File: src/rtl/max_tree_in_packer.sv
// Serial-to-parallel packer feeding the n-input signed max tree: collects one
// point per beat into a window vector, padding unused slots with the most-negative value.

module max_tree_in_packer_slot #(
    parameter int cmp_width = 8
) (
    input  logic                 aclk,
    input  logic                 aresetn,
    input  logic                 en,
    input  logic                 wr,
    input  logic                 clr,
    input  logic [cmp_width-1:0] d,
    output logic [cmp_width-1:0] q
);
    localparam logic [cmp_width-1:0] NEG = {1'b1, {(cmp_width-1){1'b0}}};

    always_ff @(posedge aclk or negedge aresetn) begin
        if (!aresetn)    q <= NEG;
        else if (en) begin
            if (clr)     q <= NEG;
            else if (wr) q <= d;
        end
    end
endmodule

module max_tree_in_packer #(
    parameter int cmp_input_n      = 4,
    parameter int cmp_width        = 8,
    parameter int simulation_delay = 1
) (
    input  logic                             aclk,
    input  logic                             aresetn,
    input  logic                             aclken,
    input  logic [5:0]                       cfg_grp_len,
    input  logic [cmp_width-1:0]             s_axis_data,
    input  logic                             s_axis_last,
    input  logic                             s_axis_valid,
    output logic                             s_axis_ready,
    output logic [cmp_input_n*cmp_width-1:0] cmp_in,
    output logic                             cmp_in_vld,
    output logic                             cmp_in_last,
    output logic [15:0]                      grp_cnt
);
    localparam int             FW  = (cmp_input_n > 1) ? $clog2(cmp_input_n) : 1;
    localparam logic [6:0]     N7  = 7'(cmp_input_n);
    localparam logic [cmp_width-1:0] NEG = {1'b1, {(cmp_width-1){1'b0}}};

    logic [FW-1:0] fill_cnt, last_idx_r, cfg_idx, cur_idx;
    logic [6:0]    cfg_len;
    logic          accept, close;
    logic [cmp_input_n-1:0][cmp_width-1:0] asm_q, merged;

    // The register only models timing in simulation; keep it referenced.
    logic unused_sim;
    assign unused_sim = (simulation_delay != 0);

    assign s_axis_ready = aclken;
    assign accept       = s_axis_valid & aclken;

    // Window length is sampled on the first beat; mid-window cfg changes wait.
    always_comb begin
        cfg_len = {1'b0, cfg_grp_len};
        if (cfg_grp_len == 6'd0 || {1'b0, cfg_grp_len} > N7) cfg_len = N7;
        cfg_idx = FW'(cfg_len - 7'd1);
        cur_idx = (fill_cnt == '0) ? cfg_idx : last_idx_r;
    end

    assign close = accept & ((fill_cnt == cur_idx) | s_axis_last);

    genvar i;
    generate
        for (i = 0; i < cmp_input_n; i++) begin : g_slot
            max_tree_in_packer_slot #(.cmp_width(cmp_width)) u_slot (
                .aclk    (aclk),
                .aresetn (aresetn),
                .en      (aclken),
                .wr      (accept & ~close & (fill_cnt == FW'(i))),
                .clr     (close),
                .d       (s_axis_data),
                .q       (asm_q[i])
            );
            // Final beat bypasses the assembly reg; slots beyond it pad with NEG.
            assign merged[i] = (FW'(i) < fill_cnt)  ? asm_q[i]    :
                               (FW'(i) == fill_cnt) ? s_axis_data : NEG;
        end
    endgenerate

    always_ff @(posedge aclk or negedge aresetn) begin
        if (!aresetn) begin
            fill_cnt    <= '0;
            last_idx_r  <= '0;
            cmp_in      <= {cmp_input_n{NEG}};
            cmp_in_vld  <= 1'b0;
            cmp_in_last <= 1'b0;
            grp_cnt     <= 16'd0;
        end else if (aclken) begin
            if (accept) begin
                if (fill_cnt == '0) last_idx_r <= cfg_idx;
                if (close) begin
                    cmp_in      <= merged;
                    cmp_in_vld  <= 1'b1;
                    cmp_in_last <= s_axis_last;
                    grp_cnt     <= grp_cnt + 16'd1;
                    fill_cnt    <= '0;
                end else begin
                    cmp_in_vld  <= 1'b0;
                    fill_cnt    <= fill_cnt + FW'(1);
                end
            end else begin
                cmp_in_vld <= 1'b0;
            end
        end
    end
endmodule

File: config.mk
export PLATFORM = sky130hd
export DESIGN_NAME = max_tree_in_packer
export DESIGN_NICKNAME = d
export VERILOG_FILES = /design/src/rtl/max_tree_in_packer.sv
export SDC_FILE = /design/constraint.sdc
export NUM_CORES = 1
export LEC_CHECK = 0
export ABC_AREA = 1
export ABC_CLOCK_PERIOD_IN_PS = 3000
export CAP_MARGIN = 10
export CORE_MARGIN = 2
export CORE_UTILIZATION = 65
export CTS_BUF_LIST = sky130_fd_sc_hd__clkbuf_8
export CTS_CLUSTER_DIAMETER = 200
export DETAILED_ROUTE_END_ITERATION = 16
export DONT_BUFFER_PORTS = 1
export HOLD_SLACK_MARGIN = 0.06
export MAX_ROUTING_LAYER = met4
export PLACE_DENSITY = 0.91
export SETUP_SLACK_MARGIN = 0.02
export SLEW_MARGIN = 20
export SYNTH_ARGS = -nofsm -noshare
export SYNTH_HDL_FRONTEND = slang
export SYNTH_SLANG_ARGS = --single-unit
File: constraint.sdc
create_clock -name aclk -period 3 [get_ports aclk]
set_input_delay 0.6 -clock aclk [delete_from_list [all_inputs] [get_ports aclk]]
set_output_delay 0.6 -clock aclk [all_outputs]
set_load 0.05 [all_outputs]
==> reports/qor.log <==
[global_route] maximum number of pins on one net before global-route repair 72
[routing] post-detailed-route count of antenna-violating nets 0
[critical_path] category of the worst setup path capture point register
[job] number of maximum-capacitance constraint violations 0
[critical_path] critical path required time 3.29 ns
[sta] setup violators final 0
[routing] overall routed net length 8810 µm
[logic_synthesis] count of mapped cells out of synthesis 450
[critical_path] kind of start point of the critical path register
[placed_design] Setup WS pre-CTS 0.452 ns
[critical_path] number of cell instances on the worst register-to-register path 15
[status] status completed
[sta] slew margin rel. 57.9%
[sta] maximum achievable frequency 384 MHz
[global_route] overflow left after global routing 0
[finish] post-synthesis to final-layout area growth 7.25%
[logic_synthesis] area share of the largest cell type after synthesis 46.6%
[critical_path] worst setup slack for register-to-register paths 0.40 ns
[critical_path] startpoint-to-endpoint class of the critical path reg -> reg
[finish] FILL cells 381
[logic_synthesis] Net Count, Synth 475
[cts] clock root buffer clkbuf_8
[finish] number of antenna cells inserted 0
[routing] detailed-route DRC error count 0
[floorplan] Die Y-Extent 80.6 µm
[global_route] via count of the first global-routing pass 2966
[logic_synthesis] mean cell area of the mapped netlist 8.47 µm²
[logic_synthesis] warnings from Yosys 0
[sta] shortest clock period the worst path allows after layout 2.60 ns
[power_and_ir_drop] Sw Share 40.6%
[logic_synthesis] most used standard cell by instance count after synthesis nand2_1
[sta] TNS Setup 0 ns
[routing] wire per inst 16.9 µm
[sta] Final period util 86.8%
[floorplan] I/O pin count 70
[logic_synthesis] share of flip-flops with an asynchronous set or reset after synthesis 100%
[floorplan] Die X-Extent 80.6 µm
[finish] fraction of final layout cells with drive strength greater than 1 8.69%
[floorplan] initial core utilization 68.4%
[sta] final clock skew 0.0103 ns
[routing] via density per instance 6.02
[critical_path] worst-path maximum fanout 47
[power_and_ir_drop] net switching component of the power 1.37 mW
[placed_design] placed instance count 503
[worst_hold_path] hold crit path type in -> async
[routing] via count 3138
[logic_synthesis] synthesized flop and latch total 78
[sta] Max Transition Viols Final 0
[finish] area used by sequential logic in the layout 1960 µm²
[finish] Final #Nets 470
[global_route] number of antenna violations at the first check in global routing 0
[logic_synthesis] Post-Syn Area 3810 µm²
[cts] clock insertion delay at the later pin of the skew report 0.35 ns
[cts] CTS max path bufs 2
[logic_synthesis] Post-synth EDFFs 0
[global_route] total global routing track utilization 30.0%
[cts] CTS tree yes
[cts] clock-pin slew reported for the worst setup and hold paths after clock tree synthesis 0.08 ns
[power_and_ir_drop] P_leak 2.05 nW
[power_and_ir_drop] power per cell area 828 nW/µm²
[power_and_ir_drop] Flop pwr share 55.6%
[critical_path] endpoint of the most critical register-to-register path g_slot[2].u_slot.q[7]$_DFFE_PN1P_
[cts] clock buffer count from CTS 9
[cts] clock sink count 78
[critical_path] critical path launch point fill_cnt[1]$_DFFE_PN0P_
[sta] final worst setup slack 0.396 ns
[cts] H-tree Lvls 3
[finish] footprint of the multi-input gates 1610 µm²
[sta] RSZ-0062 raised after global routing no
[logic_synthesis] top cell type by total area after synthesis dfrtp_1
[power_and_ir_drop] cell-internal power 2.01 mW
[routing] Pre-Repair DR Iteration Count 5
[logic_synthesis] largest cells by area after synthesis dfrtp_1 47%, nand2_1 15%, nand3_1 7.7%
[power_and_ir_drop] Comb pwr share 17.1%
[logic_synthesis] most used flip-flop cell after synthesis dfrtp_1
[placed_design] Port Buf Inserts 0
[critical_path] launch point of the worst reg-to-reg path fill_cnt[1]$_DFFE_PN0P_
[power_and_ir_drop] maximum vdd ir drop 540 µV
[finish] Cell Count, Final, Fillers Out 521
[sta] Tightest Pin Transition 0.632 ns
[sta] Final Hold Fails 0
[floorplan] core area 5570 µm²
[logic_synthesis] sequential cell area fraction in the yosys report 51.4%
[logic_synthesis] Unique masters post-synth 29
[logic_synthesis] most used standard cells in the synthesized netlist 152 x nand2_1, 71 x dfrtp_1, 59 x nand3_1, 40 x o21ai_0, 21 x inv_1
[floorplan] die area 6490 µm²
[global_route] first-pass GRT wire length 14200 µm
[floorplan] placement row count 27
[critical_path] arrival time at the worst endpoint 2.89 ns
[power_and_ir_drop] clock share of power 27.3%
[placed_design] DP Wirelength 5670 µm
[routing] iteration-0 DRC count of the detailed router 445
[placed_design] weighted congestion at the end of routability-driven global placement 0.907
## stage by stage
| step | hold WS [ns] | utilization, % | cell area, µm² | power, mW |
|---|---|---|---|---|
| final | 0.0842 | 73.4 | 4090 | 3.39 |
| after global routing | 0.0621 | 73.4 | 4090 | 3.54 |
| after CTS | 0.0790 | 73.0 | 4070 | 3.38 |
| after detailed placement | 0.306 | 68.4 | 3810 | 2.45 |
| after global placement | 0.306 | 68.4 | 3810 | 2.41 |
| after floorplan | 0.304 | - | 3810 | 2.31 |
## sequential cells by signal, summed over array words and instances (netlist names)
name,flops
cmp_in,32
cmp_in_last,1
cmp_in_vld,1
fill_cnt,2
g_slot.u_slot.q,24
grp_cnt,16
last_idx_r,2
## worst max-delay path: stages, from the launching register on
cell and delay [ns]:
dfrtp_1 0.58, inv_1 0.20, ha_1 0.34, nand2_1 0.12, clkinv_1 0.06, nand3_1 0.12
nand2_1 0.06, nand2_1 0.06, nand2_1 0.06, nand3_2 0.08, nand2_2 0.07, nand2_4 0.25
buf_12 0.26, nand2_1 0.12, nand2_1 0.09, nand2_1 0.05
## cell type report
type	instances	area share, %
timing repair buffer	8	2.69
clock inverter	6	2.54
multi-input combinational	325	39.5
tap	72	2.20
sequential	78	47.9
inverter	23	2.11
clock buffer	9	3.03
## kinds of logic after synthesis
logic type	share of synthesized area, %
flops	51.4
fa+ha+maj	1.97
xor+xnor	3.45
mux	1.84
compound gates	8.93
simple gates	26.2
buf+inv	6.24
## repair_timing
item,4_1_cts,5_1_grt
hold buffers,1,2
endpoints found under the hold margin,71,1
resized for setup,0,0
setup buffers,0,0
## worst max path at each step
stage	endpoint	slack, ns	cells after the start
after detailed placement	g_slot[2].u_slot.q[7]$_DFFE_PN1P_	0.45	15
after global placement	g_slot[2].u_slot.q[7]$_DFFE_PN1P_	0.64	15
after global routing	g_slot[2].u_slot.q[7]$_DFFE_PN1P_	0.15	15
final	g_slot[2].u_slot.q[7]$_DFFE_PN1P_	0.40	15
after CTS	g_slot[2].u_slot.q[7]$_DFFE_PN1P_	0.42	15
after floorplan	cmp_in[16]$_DFFE_PN0P_	1.01	13
## per-layer routing
| metal | wire, µm | up-vias | global-route usage (%) |
|---|---|---|---|
| met5 | 0 | - | - |
| met4 | 155 | 0 | 8.47 |
| met3 | 1020 | 16 | 10.3 |
| met2 | 4110 | 191 | 45.3 |
| met1 | 3520 | 1475 | 39.0 |
| li1 | - | 1456 | - |
## cell usage in the layout (no fill, tap or decap), types with 2 or more instances in the layout
| cell | n |
|---|---|
| a22oi_1 | 7 |
| buf_12 | 2 |
| buf_4 | 3 |
| bufinv_16 | 3 |
| clkbuf_8 | 9 |
| clkinv_2 | 2 |
| dfrtp_1 | 71 |
| dfstp_2 | 7 |
| dlygate4sd3_1 | 2 |
| ha_1 | 6 |
| inv_1 | 22 |
| mux2i_1 | 7 |
| nand2_1 | 152 |
| nand3_1 | 59 |
| nand4_1 | 3 |
| nor2_1 | 18 |
| o21ai_0 | 40 |
| o21ai_1 | 3 |
| o21ai_2 | 7 |
| xnor2_1 | 10 |
| xor2_1 | 5 |
## power by group through the flow
stage | logic (mW) | registers (mW) | clock network [mW]
after global routing | 0.655 | 1.91 | 0.981
after floorplan | 0.436 | 1.87 | 0
after global placement | 0.519 | 1.90 | 0
after CTS | 0.573 | 1.88 | 0.925
final | 0.579 | 1.88 | 0.924
after detailed placement | 0.545 | 1.90 | 0
No activity file was read; power rests on OpenSTA's default activity.
